**src/rtl/uart_tx.sv**
```systemverilog
// uart_tx: buffered 8N1 serial transmitter.
// Bytes are queued in a small FIFO and shifted out LSB first on o_bit_out.
// Back-to-back frames are sent with no idle gap while the FIFO holds data.
module uart_tx #(
  parameter int CLKS_PER_BIT = 868,
  parameter int FIFO_DEPTH   = 16
) (
  input  logic                        i_clk,
  input  logic                        i_rst,
  input  logic [7:0]                  i_data_in,
  input  logic                        i_data_valid,
  output logic                        o_data_ready,
  output logic [$clog2(FIFO_DEPTH):0] o_fifo_count,
  output logic                        o_busy,
  output logic                        o_bit_out
);

  localparam int AW = $clog2(FIFO_DEPTH);
  localparam int CW = $clog2(CLKS_PER_BIT);

  typedef enum logic [1:0] {IDLE, START, DATA, STOP} state_t;

  // FIFO storage and bookkeeping
  logic [7:0]    r_mem [FIFO_DEPTH];
  logic [AW-1:0] r_wr_ptr;
  logic [AW-1:0] r_rd_ptr;
  logic [AW:0]   r_count;

  // serialiser state
  state_t        r_state;
  logic [CW-1:0] r_cnt;
  logic [2:0]    r_idx;
  logic [7:0]    r_shift;
  logic          r_bit_out;

  // combinational next values
  state_t        w_state_nxt;
  logic [CW-1:0] w_cnt_nxt;
  logic [2:0]    w_idx_nxt;
  logic [7:0]    w_shift_nxt;
  logic          w_bit_nxt;
  logic          w_push;
  logic          w_pop;
  logic          w_fifo_empty;
  logic          w_cnt_end;
  logic [7:0]    w_head;

  assign w_head       = r_mem[r_rd_ptr];
  assign w_fifo_empty = (r_count == '0);
  // Ready depends only on the registered count, so a pop in the same
  // cycle never admits a write into a full FIFO.
  assign o_data_ready = (r_count != (AW+1)'(FIFO_DEPTH));
  assign w_push       = i_data_valid & o_data_ready;
  assign w_cnt_end    = (r_cnt == CW'(CLKS_PER_BIT - 1));

  assign o_fifo_count = r_count;
  assign o_busy       = (r_state != IDLE) || !w_fifo_empty;
  assign o_bit_out    = r_bit_out;

  // FIFO data write; storage needs no reset since count gates every read
  always_ff @(posedge i_clk) begin
    if (w_push) r_mem[r_wr_ptr] <= i_data_in;
  end

  // FIFO pointers and occupancy; push and pop on one edge cancel in the count
  always_ff @(posedge i_clk or posedge i_rst) begin
    if (i_rst) begin
      r_wr_ptr <= '0;
      r_rd_ptr <= '0;
      r_count  <= '0;
    end else begin
      if (w_push) r_wr_ptr <= r_wr_ptr + AW'(1);
      if (w_pop)  r_rd_ptr <= r_rd_ptr + AW'(1);
      r_count <= r_count + {{AW{1'b0}}, w_push} - {{AW{1'b0}}, w_pop};
    end
  end

  // serialiser state register; reset forces the line high immediately
  always_ff @(posedge i_clk or posedge i_rst) begin
    if (i_rst) begin
      r_state   <= IDLE;
      r_cnt     <= '0;
      r_idx     <= '0;
      r_shift   <= '0;
      r_bit_out <= 1'b1;
    end else begin
      r_state   <= w_state_nxt;
      r_cnt     <= w_cnt_nxt;
      r_idx     <= w_idx_nxt;
      r_shift   <= w_shift_nxt;
      r_bit_out <= w_bit_nxt;
    end
  end

  // next-state and bit sequencing; each bit lasts exactly CLKS_PER_BIT cycles
  always_comb begin
    w_state_nxt = r_state;
    w_cnt_nxt   = r_cnt + CW'(1);
    w_idx_nxt   = r_idx;
    w_shift_nxt = r_shift;
    w_bit_nxt   = r_bit_out;
    w_pop       = 1'b0;
    case (r_state)
      IDLE: begin
        w_cnt_nxt = '0;
        w_bit_nxt = 1'b1;
        if (!w_fifo_empty) begin
          w_pop       = 1'b1;
          w_shift_nxt = w_head;
          w_bit_nxt   = 1'b0;
          w_state_nxt = START;
        end
      end
      START: begin
        if (w_cnt_end) begin
          w_cnt_nxt   = '0;
          w_bit_nxt   = r_shift[0];
          w_idx_nxt   = '0;
          w_state_nxt = DATA;
        end
      end
      DATA: begin
        if (w_cnt_end) begin
          w_cnt_nxt = '0;
          if (r_idx == 3'd7) begin
            w_bit_nxt   = 1'b1;
            w_state_nxt = STOP;
          end else begin
            w_shift_nxt = {1'b0, r_shift[7:1]};
            w_idx_nxt   = r_idx + 3'd1;
            w_bit_nxt   = r_shift[1];
          end
        end
      end
      STOP: begin
        if (w_cnt_end) begin
          w_cnt_nxt = '0;
          if (!w_fifo_empty) begin
            // chain straight into the next start bit
            w_pop       = 1'b1;
            w_shift_nxt = w_head;
            w_bit_nxt   = 1'b0;
            w_state_nxt = START;
          end else begin
            w_bit_nxt   = 1'b1;
            w_state_nxt = IDLE;
          end
        end
      end
      default: begin
        w_state_nxt = IDLE;
        w_bit_nxt   = 1'b1;
      end
    endcase
  end

endmodule

```
**config.mk**
```make
export PLATFORM = sky130hd
export DESIGN_NAME = uart_tx
export DESIGN_NICKNAME = d
export VERILOG_FILES = /design/src/rtl/uart_tx.sv
export SDC_FILE = /design/constraint.sdc
export NUM_CORES = 1
export LEC_CHECK = 0
export BUFFER_PORTS_ARGS = -buffer_cell sky130_fd_sc_hd__buf_2
export CAP_MARGIN = 20
export CORE_ASPECT_RATIO = 1.5
export CORE_UTILIZATION = 56
export CTS_CLUSTER_SIZE = 16
export DETAILED_ROUTE_END_ITERATION = 10
export PLACE_DENSITY = 0.76
export RECOVER_POWER = 25
export SLEW_MARGIN = 20
export SYNTH_ARGS = -nofsm -noshare
export SYNTH_HDL_FRONTEND = slang
export SYNTH_SLANG_ARGS = --single-unit
```
**constraint.sdc**
```tcl
create_clock -name i_clk -period 2.46 [get_ports i_clk]
set_input_delay 0.369 -clock i_clk [delete_from_list [all_inputs] [get_ports i_clk]]
set_output_delay 0.369 -clock i_clk [all_outputs]
set_load 0.005 [all_outputs]
```
======== Yosys cells after proc, flatten, opt, wreduce, memory -nomap -nowiden ========
Memory sizes are Yosys's and may differ from the RTL's.
Index checks and enable logic that the tools add are counted.
word-level totals
  register bits ........................... 37
  latch bits .............................. 0
  bits in writable memories ............... 128
  bits in read-only memories .............. 0
  output and inout bits ................... 8
  logic and storage cells ................. 69
  memories kept ........................... 1
memories
  name   depth  bits a word  read ports  clocked after memory_dff  write ports  line  source
  r_mem  16     8            1           0                         1            24    logic [7:0] r_mem [FIFO_DEPTH];
cells by class
  add/sub/neg operators ................... 6
  multipliers ............................. 0
  divide/modulo/power cells ............... 0
  magnitude comparators ................... 0
  eq/ne operators ......................... 12
  shift-type cells ........................ 0
  muxes and demuxes ....................... 29
  bitwise gates (word level) .............. 1
  reductions and logical operators ........ 12
operators by type and width
  cell                     count
  $mux W8                  4
  $pmux W8 S3              1
  $pmux W10 S2             1
  $ne A2 B2 Y1 const B     6
  $add A10 B1 Y10 const B  1
  $eq A10 B10 Y1 const B   1
  $mux W1                  10
  $mux W10                 1
  $mux W2                  5
  $mux W3                  3
  $add A4 B1 Y4 const B    2
  $pmux W2 S4              1
  $reduce_and A4 Y1        2
  $pmux W3 S2              1
  $add A5 B1 Y5            1
  $logic_not A5 Y1         1
  $ne A5 B5 Y1 const B     1
  $reduce_and A5 Y1        1
  $sub A5 B1 Y5            1
  $eq A2 B2 Y1 const B     2
  $pmux W1 S4              1
  $reduce_bool A2 Y1       2
  $add A3 B1 Y3 const B    1
  $eq A3 B3 Y1 const B     1
  9 further kinds          9

======== Logic depth before layout (Yosys ltp) ========
  depth in word-level cells ............... 5
  mapped depth ............................ 14
  gate-level depth less buffers ........... 13

======== Least setup slack after synthesis ========
Ideal clock, no wire load.
  path kind ............................... register to register
  from .................................... register r_count[3], in the netlist o_fifo_count[3]
  to ...................................... register r_count[4], in the netlist o_fifo_count[4]
  library setup time ...................... 123 ps
  arrival time ............................ 2540 ps
  data required time ...................... 2337 ps
  setup slack ............................. -203 ps
  stages on the path, launching flop included .. 14
  buffers on the path ..................... 0
  cells stage by stage .................... dfrtp_1 inv_1 ha_1 or4b_1 nand2_1 nor2_1 ha_1 inv_1 ha_1 fa_1 a21oi_1 nor2_1 nor2_1 xnor2_1
between the ends
  cells in the longest elaborated chain, start to end .. 5
  elaborated cells on any way between the ends .. 8
ends and longest elaborated chain
  item                    line      source
  start, declared         27        logic [AW:0] r_count;
  start signal, assigned  74        r_count <= r_count + {{AW{1'b0}}, w_push} - {{AW{1'b0}}, w_pop};
  $logic_not A5 Y1 *      49        assign w_fifo_empty = (r_count == '0);
  $mux W1 *               107, 138
  $mux W1                 136       if (w_cnt_end) begin
  $pmux W1 S2 *           103       case (r_state)
  named net w_pop         43        logic w_pop;
  $sub A5 B1 Y5 *         74
Mark *: on every way through the listed nets, which the timed path passes. The rest lies on a longest branch.
A chain may end at the register's enable or synchronous reset.

======== Worst setup path after layout ========
  from .................................... register r_count[2], in the netlist o_fifo_count[2]
  to ...................................... register r_count[4], in the netlist o_fifo_count[4]
The elaborated chain is that of the path after synthesis.

==> results.txt <==
The number of I/O port buffers is 18. In the synthesized netlist the dominant register cell turns out to be edfxtp_1. The number of buffers added by the clock tree synthesis step is 17.

The number of flops mapped to enable cells by yosys came out at between 100 and 150. The via count of the first global-routing pass is 4,023. Along the worst path, the maximum fanout reaches 2.

The completed layout was analyzed and its total power is around 7.3 mW. In the layout the commonest cells are edfxtp_1 (128), buf_4 (57), dfrtp_1 (35). The final estimated routing congestion in global placement came out at about 0.77. The worst setup path is launched from a flip-flop. The residual DRC count is 0. The placed wire-length estimate after detailed placement came out at 8.697 mm.

Yosys mapped the design onto between 40 and 50 distinct sky130hd cell types. The depth of the CTS H-tree came out at 4. The final reports fail on negative setup slack. The slowest stage of the critical path belongs to the cell or4b_4. Entering global routing, the biggest net connects 36 pins. The xor-xnor portion of the synthesized cell area is 2.218%.

The maximum resistive drop on vdd came out at 702.9 uV. The flow ran to the end, but the final reports show violations. In the routed layout, each cell is associated on average with a via count of roughly 5.8. The startpoint of the worst register-to-register path is o_fifo_count[2]$_DFF_PP0_.

The endpoint required time on the critical path is approximately 2.8 ns. The maximum clock frequency came out at ~400 MHz. The signal on the critical path passes through inv_2 -> ha_4 -> or4b_4 -> nand2_4 -> nor2_4 -> ha_4 -> inv_2 -> ha_4 -> fa_2 -> a21oi_2 -> nor2_1 -> nor2_1 -> xnor2_1.

The die height is ~140 um. The number of search-and-repair iterations in the first detailed-routing pass is 4. Dividing the synthesized area by the synthesized cell count gives approximately 17 um^2. The setup check on the worst reg-to-reg path leaves a slack of -0.04 ns.

The critical path arrival is about 2.9 ns. The depth of the worst register-to-register path came out at 13. The tree built by TritonCTS fans out to 165 sinks. The largest stage delay on the critical path came out at 0.49 ns. Dividing total power by cell area gives a power density of ~870 mW/mm^2. The fraction of the yosys area taken by sequential cells came out at between 60% and 70%. The layout cell share with drive strength beyond 1 came out at between 20% and 30%. The final cell count without fillers came out at 670. Relative to the synthesized area, the layout overhead comes to 18.06%. The leakage power came out at just over 3 nW. The count of endpoints failing hold in the final timing report is 0. In this run the tightest slew margin relative to its limit is 49.58%. The tool flagged a number of max-cap violations equal to 0. The fraction of the mapped netlist area in adder cells is under 10%.

Measured against the total synthesized area, the mux share comes to between 10% and 20%. The cell count after synthesis is about 420. The library cell used as clock root buffer is clkbuf_16. The area share of and/or/nand/nor cells after synthesis came out at between 7 and 8%. The longest clock path from root to sink contains 2 buffers. Summed over all layers, the global routing overflow is 0.

The tightest min-delay check is of the in2async type. The die area came out at 0.01315 mm^2. The endpoint of the most critical register-to-register path is o_fifo_count[4]$_DFF_PP0_. The detail route stage leaves a number of antenna-violating nets equal to 0. The count of pins on the block boundary came out at 19. TritonCTS built the clock tree.

The worst setup skew after layout is roughly 0.012 ns. The clock reaches the later pin of the worst-skew pair after between 0.4 and 0.5 ns. The initial antenna violation count came out at 0. The number of nets handed over by synthesis was approximately 450.

The sort of element at the end of the critical path is a flip-flop. The number of cell rows is 50. Setup repair after global routing could not meet its margin everywhere. The repair_antennas step left the layout with diodes totalling 0. The wire length after detailed routing came out at between 10 and 15 mm. The global routing usage summed across all routing layers is between 20% and 30%. The number of endpoints failing setup at the final stage came out at 1.

The number of design-rule violations left by the first detailed-router iteration is 200. The share of synthesized flip-flops with an asynchronous set or reset came out at between 20 and 25%. For the finished layout, the period the worst path requires is between 2 and 3 ns. The effective utilization at floorplan came out at between 50 and 60%. Buffers inserted to repair hold after CTS numbered 0. The width of the die came out at between 90 and 100 um.

The cell that appears most often on the critical path is ha_4. The leading cell type in the layout, fill and taps excluded is edfxtp_1. The number of warnings printed during yosys synthesis is 0. The clock transition at the registers of the reported paths came out at approximately 0.070 ns. The core region area came out at 0.01245 mm^2. By area, the combinational part of the netlist is dominated by multiplexers. The first-pass GRT wire length came out at 21.00 mm. The routed length per instance is between 15 and 20 um. The net count of the finished layout is about 530. The via count of the routed design came out at just under 4,000.

The placed cell count came out at 630. The transition time at the pin with the least slew margin came out at roughly 0.76 ns. The flip-flop and latch count after synthesis came out at approximately 170. The path type of the worst setup path is reg2reg. After filler insertion, the fill cell instance count of the layout stands at 816. The mapped cell area came out at 0.007107 mm^2. The final worst-path cycle share came out at 101.6%. The number of max-slew violations in the final report came to 0.

The compound-gate portion of the synthesized area came out at 5.423%. The worst setup margin came out at -0.04058 ns.
==> sequential cells by signal (all words and copies together), names as in the netlist <==
register	cells
o_fifo_count	5
r_idx	3
r_state	2
r_rd_ptr	4
o_bit_out	1
r_wr_ptr	4
r_mem	128
r_shift	8
r_cnt	10
==> how the worst max path moves through the flow <==
stage / from / to
final: o_fifo_count[2]$_DFF_PP0_ / o_fifo_count[4]$_DFF_PP0_
after global routing: o_fifo_count[2]$_DFF_PP0_ / o_fifo_count[4]$_DFF_PP0_
after CTS: o_fifo_count[3]$_DFF_PP0_ / o_fifo_count[4]$_DFF_PP0_
after detailed placement: o_fifo_count[2]$_DFF_PP0_ / o_fifo_count[4]$_DFF_PP0_
after global placement: o_fifo_count[2]$_DFF_PP0_ / o_fifo_count[4]$_DFF_PP0_
after floorplan: o_fifo_count[3]$_DFF_PP0_ / o_fifo_count[4]$_DFF_PP0_
==> power by group <==
| part | switching (mW) | internal [mW] |
|---|---|---|
| Combinational | 0.574 | 0.551 |
| Sequential | 0.128 | 3.31 |
| Clock | 1.19 | 1.56 |
| Total | 1.89 | 5.42 |
==> per-stage QoR <==
step / hold slack, ns / area, um^2 / setup TNS (ns) / setup WS (ns) / util (%)
6_report: 0.06625 / 8391 / -0.04058 / -0.04058 / 67.40
5_1_grt: 0.1111 / 8391 / -0.2622 / -0.1707 / 67.40
4_1_cts: 0.08047 / 8357 / -0.2125 / -0.1606 / 67.13
3_5_place_dp: 0.4830 / 7640 / -0.2755 / -0.1807 / 61.37
3_3_place_gp: 0.4659 / 7640 / -0.1087 / -0.09330 / 61.37
2_1_floorplan: 0.4549 / 7121 / -0.1076 / -0.1076 / -
==> critical path, delay by kind of cell, from the launching register on <==
kind            cells  cell delay (ns)
compound gates      1             0.12
xor+xnor            1             0.13
fa+ha+maj           4             0.90
buf+inv             2             0.12
flops               1             0.39
simple gates        5             0.76
==> logic make-up (layout without fill, tap and decap cells) <==
group | after synthesis | count (layout)
AND/OR/NAND/NOR | 94 | 94
XOR/XNOR | 18 | 18
adder cells (fa/ha/maj) | 20 | 20
AO/OA/AOI/OAI | 54 | 54
buffers and inverters | 38 | 129
multiplexers | 34 | 34
flip-flops | 165 | 165
==> cells in the mapped netlist (2+ instances only) <==
master / instances / area, um^2
edfxtp_1: 128 / 3844
dfrtp_1: 36 / 900.9
nor2_1: 23 / 86.33
inv_1: 21 / 78.83
nand2_1: 20 / 75.07
ha_1: 19 / 237.7
mux4_2: 17 / 382.9
a22oi_1: 16 / 120.1
mux4_1: 15 / 394.1
nand3_1: 15 / 75.07
and2_1: 12 / 75.07
xnor2_1: 11 / 96.34
a21oi_1: 10 / 50.05
o21ai_0: 8 / 40.04
o22a_1: 7 / 61.31
xor2_1: 7 / 61.31
buf_2: 5 / 25.02
nor4_1: 5 / 31.28
o31ai_1: 4 / 30.03
buf_6: 3 / 33.78
nor3_1: 3 / 15.01
nor3b_1: 3 / 22.52
a21o_1: 2 / 15.01
a31oi_1: 2 / 12.51
buf_12: 2 / 40.04
clkbuf_1: 2 / 7.510
mux2_2: 2 / 22.52
nand2b_1: 2 / 12.51
nand4_1: 2 / 12.51
o311ai_0: 2 / 17.52
==> repair_timing <==
| item | in CTS | in global routing |
|---|---|---|
| resized for setup | 9 | 6 |
| endpoints found under the setup margin | 2 | 31 |
| buffers inserted | 7 | 1 |
| pin swaps | 9 | 9 |
==> metal layers <==
layer	vias up	GRT usage, %	routed length, um
met4	0	8.502	180
met3	15	4.452	467
met5	-	0	0
met1	1976	26.12	5185
met2	86	39.72	7470
li1	1800	-	-
==> cell type report <==
type	instances	area, um^2	share of cell area (%)
Clock buffer	17	425.4	5.070
Clock inverter	15	205.2	2.446
Inverter	21	78.83	0.9395
Multi-Input combinational cell	220	2183	26.02
Sequential cell	165	4772	56.87
Tap cell	156	195.2	2.326
Timing Repair Buffer	76	530.5	6.323
(Power assumes the default switching activity.)
